===== src/rtl/fpu_pkg.sv =====
// Shared definitions for the FPU issue controller: data width, opcodes and
// the issue FSM state type.
package fpu_pkg;

  localparam int XLEN = 32;

  localparam logic [2:0] FPU_ADD = 3'b000;
  localparam logic [2:0] FPU_SUB = 3'b001;
  localparam logic [2:0] FPU_MUL = 3'b010;
  localparam logic [2:0] FPU_DIV = 3'b011;

  typedef enum logic [1:0] {
    IDLE  = 2'd0,
    ISSUE = 2'd1,
    WAIT  = 2'd2,
    WB    = 2'd3
  } issue_state_e;

  function automatic logic op_legal(input logic [2:0] op);
    return op <= FPU_DIV;
  endfunction

endpackage


===== src/rtl/fpu_issue_ctrl_if.sv =====
// Bundles the request, execution-unit and writeback channels of the issue
// controller. The slave view belongs to the controller, master to its environment.
interface fpu_issue_ctrl_if;
  import fpu_pkg::*;

  logic            req_valid;
  logic            req_ready;
  logic [2:0]      req_op;
  logic [XLEN-1:0] req_a;
  logic [XLEN-1:0] req_b;
  logic [4:0]      req_rd;

  logic [XLEN-1:0] fpu_operand_a;
  logic [XLEN-1:0] fpu_operand_b;
  logic [2:0]      fpu_operation;
  logic            fpu_start;
  logic [XLEN-1:0] fpu_result;
  logic            fpu_valid;

  logic            wb_valid;
  logic            wb_ready;
  logic [4:0]      wb_rd;
  logic [XLEN-1:0] wb_data;
  logic            wb_err;

  logic            busy;

  modport slave (
    input  req_valid, req_op, req_a, req_b, req_rd,
    input  fpu_result, fpu_valid, wb_ready,
    output req_ready, fpu_operand_a, fpu_operand_b, fpu_operation, fpu_start,
    output wb_valid, wb_rd, wb_data, wb_err, busy
  );

  modport master (
    output req_valid, req_op, req_a, req_b, req_rd,
    output fpu_result, fpu_valid, wb_ready,
    input  req_ready, fpu_operand_a, fpu_operand_b, fpu_operation, fpu_start,
    input  wb_valid, wb_rd, wb_data, wb_err, busy
  );

endinterface


===== src/rtl/fpu_wait_timer.sv =====
// Counts cycles spent waiting on the execution unit and flags the last
// permitted cycle. Saturates at the expiry value so it can never wrap.
module fpu_wait_timer #(
  parameter int TIMEOUT_CYCLES = 64,
  localparam int CNT_W = $clog2(TIMEOUT_CYCLES) + 1
) (
  input  logic             clk,
  input  logic             reset,
  input  logic             clear,
  input  logic             enable,
  output logic [CNT_W-1:0] count,
  output logic             expire
);

  logic [CNT_W-1:0] count_q, count_d;

  assign expire = (count_q == CNT_W'(TIMEOUT_CYCLES - 1));
  assign count  = count_q;

  always_comb begin
    // NOTE: every always_comb output gets a default first so no path leaves it unassigned (no latch).
    count_d = count_q;
    if (clear) begin
      count_d = '0;
    end else if (enable && !expire) begin
      count_d = count_q + CNT_W'(1);
    end
  end

  always_ff @(posedge clk) begin
    // NOTE: sequential state is updated with <= only, so every flop sees pre-edge values.
    if (reset) begin
      count_q <= '0;
    end else begin
      count_q <= count_d;
    end
  end

endmodule


===== src/rtl/fpu_issue_ctrl.sv =====
// Issue controller between the core and a multi-cycle FPU: accepts one request,
// issues it, waits for the result (with timeout) and holds it on writeback.
module fpu_issue_ctrl
  import fpu_pkg::*;
#(
  parameter int TIMEOUT_CYCLES = 64,
  parameter int MIN_LAT        = 1
) (
  input  logic            clk,
  input  logic            reset,
  fpu_issue_ctrl_if.slave bus
);

  localparam int CNT_W = $clog2(TIMEOUT_CYCLES) + 1;

  issue_state_e    state_q, state_d;
  logic            req_ready_q, req_ready_d;
  logic            busy_q, busy_d;
  logic            fpu_start_q, fpu_start_d;
  logic            wb_valid_q, wb_valid_d;
  logic            wb_err_q, wb_err_d;
  logic [XLEN-1:0] wb_data_q, wb_data_d;
  logic [XLEN-1:0] op_a_q, op_a_d;
  logic [XLEN-1:0] op_b_q, op_b_d;
  logic [2:0]      op_q, op_d;
  logic [4:0]      rd_q, rd_d;

  logic [CNT_W-1:0] wait_cnt;
  logic             wait_expire;
  logic             timer_clear;
  logic             timer_enable;
  logic             capture;

  assign timer_clear  = (state_q == ISSUE);
  assign timer_enable = (state_q == WAIT);

  fpu_wait_timer #(.TIMEOUT_CYCLES(TIMEOUT_CYCLES)) u_wait_timer (
    .clk    (clk),
    .reset  (reset),
    .clear  (timer_clear),
    .enable (timer_enable),
    .count  (wait_cnt),
    .expire (wait_expire)
  );

  // The first MIN_LAT wait cycles ignore fpu_valid so a level-held valid
  // from a previous result cannot be mistaken for this one.
  assign capture = bus.fpu_valid && (wait_cnt >= CNT_W'(MIN_LAT));

  always_comb begin
    state_d   = state_q;
    op_a_d    = op_a_q;
    op_b_d    = op_b_q;
    op_d      = op_q;
    rd_d      = rd_q;
    wb_data_d = wb_data_q;
    wb_err_d  = wb_err_q;

    unique case (state_q)
      IDLE: begin
        if (bus.req_valid && req_ready_q) begin
          op_a_d = bus.req_a;
          op_b_d = bus.req_b;
          op_d   = bus.req_op;
          rd_d   = bus.req_rd;
          if (op_legal(bus.req_op)) begin
            state_d = ISSUE;
          end else begin
            state_d   = WB;
            wb_data_d = '0;
            wb_err_d  = 1'b1;
          end
        end
      end
      ISSUE: state_d = WAIT;
      WAIT: begin
        if (capture) begin
          state_d   = WB;
          wb_data_d = bus.fpu_result;
          wb_err_d  = 1'b0;
        end else if (wait_expire) begin
          state_d   = WB;
          wb_data_d = '0;
          wb_err_d  = 1'b1;
        end
      end
      WB: begin
        if (bus.wb_ready) state_d = IDLE;
      end
      default: state_d = IDLE;
    endcase

    // Outputs are decoded from the next state so they are registered yet
    // line up with the state they belong to.
    req_ready_d = (state_d == IDLE);
    busy_d      = (state_d != IDLE);
    fpu_start_d = (state_d == ISSUE);
    wb_valid_d  = (state_d == WB);
  end

  always_ff @(posedge clk) begin
    if (reset) begin
      state_q     <= IDLE;
      req_ready_q <= 1'b1;
      busy_q      <= 1'b0;
      fpu_start_q <= 1'b0;
      wb_valid_q  <= 1'b0;
      wb_err_q    <= 1'b0;
      wb_data_q   <= '0;
      op_a_q      <= '0;
      op_b_q      <= '0;
      op_q        <= '0;
      rd_q        <= '0;
    end else begin
      state_q     <= state_d;
      req_ready_q <= req_ready_d;
      busy_q      <= busy_d;
      fpu_start_q <= fpu_start_d;
      wb_valid_q  <= wb_valid_d;
      wb_err_q    <= wb_err_d;
      wb_data_q   <= wb_data_d;
      op_a_q      <= op_a_d;
      op_b_q      <= op_b_d;
      op_q        <= op_d;
      rd_q        <= rd_d;
    end
  end

  assign bus.req_ready     = req_ready_q;
  assign bus.busy          = busy_q;
  assign bus.fpu_start     = fpu_start_q;
  assign bus.fpu_operand_a = op_a_q;
  assign bus.fpu_operand_b = op_b_q;
  assign bus.fpu_operation = op_q;
  assign bus.wb_valid      = wb_valid_q;
  assign bus.wb_rd         = rd_q;
  assign bus.wb_data       = wb_data_q;
  assign bus.wb_err        = wb_err_q;

endmodule

===== src/flat_wrapper.sv =====
// flat-port wrapper written by rule: the top's interface ports become plain ports
module fpu_issue_ctrl_flat import fpu_pkg::*;
#(
  parameter int TIMEOUT_CYCLES = 64,
  parameter int MIN_LAT        = 1
)
  (clk, reset, bus_req_valid, bus_req_op, bus_req_a, bus_req_b, bus_req_rd, bus_fpu_result, bus_fpu_valid, bus_wb_ready, bus_req_ready, bus_fpu_operand_a, bus_fpu_operand_b, bus_fpu_operation, bus_fpu_start, bus_wb_valid, bus_wb_rd, bus_wb_data, bus_wb_err, bus_busy);
  fpu_issue_ctrl_if bus_i ();
  input  logic clk;
  input  logic reset;
  input wire logic [$bits(bus_i.req_valid)-1:0] bus_req_valid;
  input wire logic [$bits(bus_i.req_op)-1:0] bus_req_op;
  input wire logic [$bits(bus_i.req_a)-1:0] bus_req_a;
  input wire logic [$bits(bus_i.req_b)-1:0] bus_req_b;
  input wire logic [$bits(bus_i.req_rd)-1:0] bus_req_rd;
  input wire logic [$bits(bus_i.fpu_result)-1:0] bus_fpu_result;
  input wire logic [$bits(bus_i.fpu_valid)-1:0] bus_fpu_valid;
  input wire logic [$bits(bus_i.wb_ready)-1:0] bus_wb_ready;
  output wire logic [$bits(bus_i.req_ready)-1:0] bus_req_ready;
  output wire logic [$bits(bus_i.fpu_operand_a)-1:0] bus_fpu_operand_a;
  output wire logic [$bits(bus_i.fpu_operand_b)-1:0] bus_fpu_operand_b;
  output wire logic [$bits(bus_i.fpu_operation)-1:0] bus_fpu_operation;
  output wire logic [$bits(bus_i.fpu_start)-1:0] bus_fpu_start;
  output wire logic [$bits(bus_i.wb_valid)-1:0] bus_wb_valid;
  output wire logic [$bits(bus_i.wb_rd)-1:0] bus_wb_rd;
  output wire logic [$bits(bus_i.wb_data)-1:0] bus_wb_data;
  output wire logic [$bits(bus_i.wb_err)-1:0] bus_wb_err;
  output wire logic [$bits(bus_i.busy)-1:0] bus_busy;
  assign bus_i.req_valid = bus_req_valid;
  assign bus_i.req_op = bus_req_op;
  assign bus_i.req_a = bus_req_a;
  assign bus_i.req_b = bus_req_b;
  assign bus_i.req_rd = bus_req_rd;
  assign bus_i.fpu_result = bus_fpu_result;
  assign bus_i.fpu_valid = bus_fpu_valid;
  assign bus_i.wb_ready = bus_wb_ready;
  assign bus_req_ready = bus_i.req_ready;
  assign bus_fpu_operand_a = bus_i.fpu_operand_a;
  assign bus_fpu_operand_b = bus_i.fpu_operand_b;
  assign bus_fpu_operation = bus_i.fpu_operation;
  assign bus_fpu_start = bus_i.fpu_start;
  assign bus_wb_valid = bus_i.wb_valid;
  assign bus_wb_rd = bus_i.wb_rd;
  assign bus_wb_data = bus_i.wb_data;
  assign bus_wb_err = bus_i.wb_err;
  assign bus_busy = bus_i.busy;
  fpu_issue_ctrl #(.TIMEOUT_CYCLES(TIMEOUT_CYCLES), .MIN_LAT(MIN_LAT)) u_core (.clk(clk), .reset(reset), .bus(bus_i));
endmodule

===== config.mk =====
export PLATFORM = sky130hd
export DESIGN_NAME = fpu_issue_ctrl_flat
export DESIGN_NICKNAME = d
export VERILOG_FILES = /design/src/rtl/fpu_pkg.sv /design/src/rtl/fpu_issue_ctrl_if.sv /design/src/rtl/fpu_wait_timer.sv /design/src/rtl/fpu_issue_ctrl.sv /design/src/flat_wrapper.sv
export SDC_FILE = /design/constraint.sdc
export NUM_CORES = 1
export LEC_CHECK = 0
export BUFFER_PORTS_ARGS = -buffer_cell sky130_fd_sc_hd__buf_2
export CORE_MARGIN = 3
export CORE_UTILIZATION = 46
export DETAILED_ROUTE_END_ITERATION = 8
export PLACE_DENSITY = 0.79
export SLEW_MARGIN = 30
export SYNTH_ARGS = -nofsm -noshare
export SYNTH_HDL_FRONTEND = slang
export SYNTH_HIERARCHICAL = 1
export SYNTH_SLANG_ARGS = --single-unit

===== constraint.sdc =====
create_clock -name clk -period 2.29 [get_ports clk]
set_input_delay 0.458 -clock clk [delete_from_list [all_inputs] [get_ports clk]]
set_output_delay 0.458 -clock clk [all_outputs]
set_load 0.005 [all_outputs]

# Word-level counts from Yosys, hierarchy flattened
# Index checks and enable logic that the tools add are counted.
word_totals:
  output_inout_bits: 109
  reg_bits: 118
  inputBits: 109
op_classes:
  muxes: 16
  n_lt_le_gt_ge: 2
  add_sub_neg: 1
  reduce_logical: 11
  eq_ne: 9
ops:
  columns: ["op", "n"]
  rows:
  - ["$mux W32", 4]
  - ["$pmux W32 S2", 1]
  - ["$mux W2", 5]
  - ["$pmux W2 S4", 1]
  - ["$add A7 B1 Y7 const B", 1]
  - ["$eq A7 B6 Y1 const B", 1]
  - ["$ge A7 B1 Y1 const B", 1]
  - ["$eq A2 B2 Y1 const B", 3]
  - ["$eq A2 B1 Y1 const B", 2]
  - ["$logic_not A2 Y1", 2]
  - ["$mux W1", 4]
  - ["$reduce_and A4 Y1", 1]
  - ["$reduce_bool A2 Y1", 2]
  - ["$le A3 B2 Y1 const B", 1]
  - ["$logic_and A1 B1 Y1", 3]
  - ["$ne A3 B1 Y1 const B", 1]
  - ["$ne A2 B1 Y1 const B", 1]
  - ["$ne A2 B2 Y1 const B", 1]
  - ["$pmux W1 S2", 1]
  - ["$reduce_and A2 Y1", 1]
  - ["$reduce_or A2 Y1", 1]
  - ["$logic_not A1 Y1", 1]

# Longest topological paths before layout
depth:
  word_depth: 5
  depth_mapped: 8
  ltp_nobuf: 7

# Hierarchy
# Netlist, hierarchy kept.
modules_own_cells:
  columns: ["mod", "cells_each", "n_inst", "area_per_inst_um2"]
  rows:
  - ["fpu_issue_ctrl", 495, 1, 4256.6]
  - ["fpu_wait_timer", 36, 1, 341.6]

# Worst setup path before layout
# Ideal clock, no wire load.
synth_timing:
  kind: "reg-to-reg"
  from: "reg u_core.u_wait_timer.count_q[2] (netlist: u_core/u_wait_timer/count[2])"
  to: "reg u_core.wb_err_q (netlist: u_core/bus.wb_err)"
  required_ns: 2.202
  arrival_time_ns: 1.619
  n_path_buf: 2
  slack_ns: 0.583
  period_less_slack_ns: 1.707
  setup_ns: 0.088
  stages_incl_launch_ff: 6
  path_cell_list: "dfxtp_1 -> or4_4 -> o41a_1 -> buf_6 -> buf_6 -> a311oi_2"
synth_between:
  elab_chain_len: 4
  word_cells_on_any_way: 7
synth_rtl:
  columns: ["element", "line", "rtl"]
  rows:
  - ["start, declared", "fpu_wait_timer.sv:15", "logic [CNT_W-1:0] count_q, count_d;"]
  - ["start signal, assigned", "fpu_wait_timer.sv:35", "count_q <= count_d;"]
  - ["$ge A7 B1 Y1", "fpu_issue_ctrl.sv:48", "assign capture = bus.fpu_valid && (wait_cnt >= CNT_W'(MIN_LAT));"]
  - ["$logic_and A1 B1 Y1", "fpu_issue_ctrl.sv:48", null]
  - ["$ne A3 B1 Y1 (no line) or $mux W1 (tied branches)", null, null]
  - ["$reduce_and A4 Y1 (no line) or $pmux W1 S2 (tied branches)", null, null]
  - ["end signal, assigned", "fpu_issue_ctrl.sv:120", "wb_err_q <= wb_err_d;"]
  - ["end, declared", "fpu_issue_ctrl.sv:21", "logic wb_err_q, wb_err_d;"]
# Parallel ways exist; a longest one is shown, timed or not.
# A chain may end at the register's enable or synchronous reset.

# Final worst setup path
layout_timing:
  from: "reg u_core.u_wait_timer.count_q[2] (netlist: u_core/u_wait_timer/count[2])"
  to: "reg u_core.wb_data_q[25] (netlist: u_core/bus.wb_data[25])"
layout_between:
  elab_chain_len: 4
  word_cells_on_any_way: 7
layout_rtl:
  columns: ["element", "line", "rtl"]
  rows:
  - ["$ge A7 B1 Y1", "fpu_issue_ctrl.sv:48", null]
  - ["$logic_and A1 B1 Y1", "fpu_issue_ctrl.sv:48", null]
  - ["$ne A3 B1 Y1 (no line) or $mux W32 (tied branches)", null, null]
  - ["$reduce_and A4 Y1 (no line) or $pmux W32 S2 (tied branches)", null, null]
  - ["end signal, assigned", "fpu_issue_ctrl.sv:121", "wb_data_q <= wb_data_d;"]
  - ["end, declared", "fpu_issue_ctrl.sv:22", "logic [XLEN-1:0] wb_data_q, wb_data_d;"]
# Parallel ways exist; a longest one is shown, timed or not.

==> out/metrics.cfg <==
[status]
status = finished, final reports clean

[logic_synthesis]
yosys_warnings = 6
ys_types = 39
syn_avg_cell_area_um2 = 8.66
synth_seq_cells = 118
synthCells = 531
synth_fp_nets = 641
ys_seq_area_share_pct = 51.4
synth_edf_count = 0
synth-main-ff-cell = dfxtp_1
async_flop_share_pct = 0
netlist_area_mm2 = 0.00460

[clock_tree]
ctsResizeCount = 0
clk_latency_ns = 0.49
cts_setup_buffers = 0
h-tree-depth = 4
cts_buffer_depth = 2
cts_buffers = 17
root_buffer = clkbuf_8
clkTransAtPathRegs_ns = 0.06
tritoncts = built
cts_sinks = 118
hold_buffers = 0

[sta]
max_slew.worst_pin.slew_ns = 0.553
slew_viol_final = 0
finalClockSkew_ns = 0.00908
hold_ws_ns = 0.201
period_share_pct = 85.8
period_needed_ns = 1.96
rsz0062_at_grt = no
hold_viol = 0
setup-violations-final = 0
slew_headroom_pct = 63.1
fmax_ghz = 0.509
fin_tns_setup_ns = 0

[critical_path]
cp.required_ns = 2.64
crit_path_start_kind = flop
worstSetupPathType = flop to flop
worstPathMaxFanout = 33
arrival_ns = 2.32
end_kind = flop

[global_route]
grt_usage_pct = 22.2
grt_pass1_wl_um = 20500
use_met2_pct = 37.8
grt_max_degree = 80
grt_pass1_vias = 4297
grt.met3_usage_pct = 6.50
grt.overflow.total = 0
grtUsageMet1_pct = 26.0
grt-busiest-layer = met2
antenna_found_initial = 0

[placed_design]
place.gp.congestion = 0.843
place_inst = 839
hpwl_um = 8780
portBuffers = 217

[cells_and_area]
drive_above_1_share_pct = 36.4
area_delta_synth_final_pct = 39.6
num_antenna_cells = 0
final-instance-count-excl-fill = 871
fin_nets = 839

[die]
coreArea_mm2 = 0.00946
dieArea_mm2 = 0.0112
rows = 35
die_x_um = 106
io_pins = 218
die_h_um = 106
start_util_pct = 48.6

[detailed_routing]
ant_nets = 0
routedWlPerCell_um = 14.7
drt-total-wl_um = 12800
vias_per_cell = 5.18
first_iter_violations = 284
drc = 0
drt_pass1_iterations = 5
vias = 4512

[power]
p_leak_nw = 2.90
power_density_mw_per_mm2 = 900
max-vdd-ir-drop_uv = 500

[hold_path]
hold_path.class = primary input to flop

[flow_run]
cap_viol_max_count = 0

synthesized netlist by cell type, types with 2 or more instances:
master / instances / share of area (%)
nor2_1: 2 / 0.16
o2111ai_1: 32 / 6.1
a21oi_1: 72 / 7.8
inv_1: 3 / 0.24
buf_2: 3 / 0.33
a311oi_1: 4 / 0.76
o21ai_1: 2 / 0.22
a31oi_1: 6 / 0.82
buf_6: 4 / 0.98
nand2_1: 181 / 15
clkbuf_1: 40 / 3.3
nor2b_1: 4 / 0.54
nand3_1: 2 / 0.22
dfxtp_1: 118 / 51
mux2i_1: 34 / 7.4
per-stage QoR:
step,utilization [%],power [mW],worst slack [ns],cell area [um^2]
after detailed placement,61.2,3.03,0.362,5790
after floorplan,-,2.69,0.583,4600
after CTS,67.9,5.84,0.339,6420
final,67.9,5.78,0.325,6420
after global routing,67.9,6.04,0.172,6420
after global placement,61.2,3.01,0.425,5790
layer usage:
| metal | vias to the layer above | routed length (um) |
|---|---|---|
| li1 | 2233 | - |
| met1 | 2069 | 5090 |
| met2 | 177 | 6490 |
| met3 | 33 | 837 |
| met4 | 0 | 372 |
| met5 | - | 0 |
worst paths after layout:
path,start,end,slack [ns],cells past startpoint
setup / recovery,u_core/u_wait_timer/count[2],u_core/bus.wb_data[25],0.33,4
hold / removal,bus_req_b[20],u_core/bus.fpu_operand_b[20],0.20,3
setup reg to reg,u_core/u_wait_timer/count[2],u_core/bus.wb_data[25],0.33,4
hold reg to reg,u_core/bus.fpu_operand_b[20],u_core/bus.fpu_operand_b[20],0.45,2
worst max-delay path, stage by stage (launching register included):
cell     delay (ns)
dfxtp_1        0.37
or4_4          0.56
o41a_2         0.38
buf_4          0.30
mux2i_1        0.19
cell usage in the layout, fill, tap and decap left out, drive strengths merged, types with 2 or more instances in the layout:
master,count
a21oi,72
a311oi,5
nor2,2
bufinv,4
dfxtp,118
nor2b,4
o2111ai,32
mux2i,34
nand3,2
and3b,2
inv,8
nand2,181
o41ai,2
o21ai,3
buf,226
clkinv,4
clkbuf,19
a31oi,6
power by group:
part | switching [mW] | internal (mW) | leakage, nW
Combinational | 0.405 | 0.311 | 1.63
Sequential | 0.0791 | 2.19 | 0.961
Clock | 0.952 | 1.84 | 0.310
flip-flops by register name, summed over array words and instances (netlist names):
signal / flops
u_core/bus.fpu_operand_a: 32
u_core/bus.fpu_operand_b: 32
u_core/bus.wb_err: 1
u_core/bus.busy: 1
u_core/bus.wb_valid: 1
u_core/u_wait_timer/count: 7
u_core/bus.req_ready: 1
u_core/bus.wb_data: 32
u_core/bus.fpu_start: 1
u_core/state_q: 2
u_core/bus.wb_rd: 5
u_core/bus.fpu_operation: 3
final cells by class:
class	count	area, um^2
multi-input combinational	362	2040
sequential	118	2360
timing repair buffer	226	1200
clock inverter	13	194
clock buffer	19	442
inverter	4	15.0
fill	802	3040
tap	129	161
logic make-up after synthesis:
family          Yosys count  synth area share (%)
simple gates            201                  18.1
buf+inv                  51                  4.90
flops                   118                  51.4
compound gates          126                  18.0
mux                      34                  7.40
fa+ha+maj                 1                 0.272
Power figures use the tool's default switching activity.
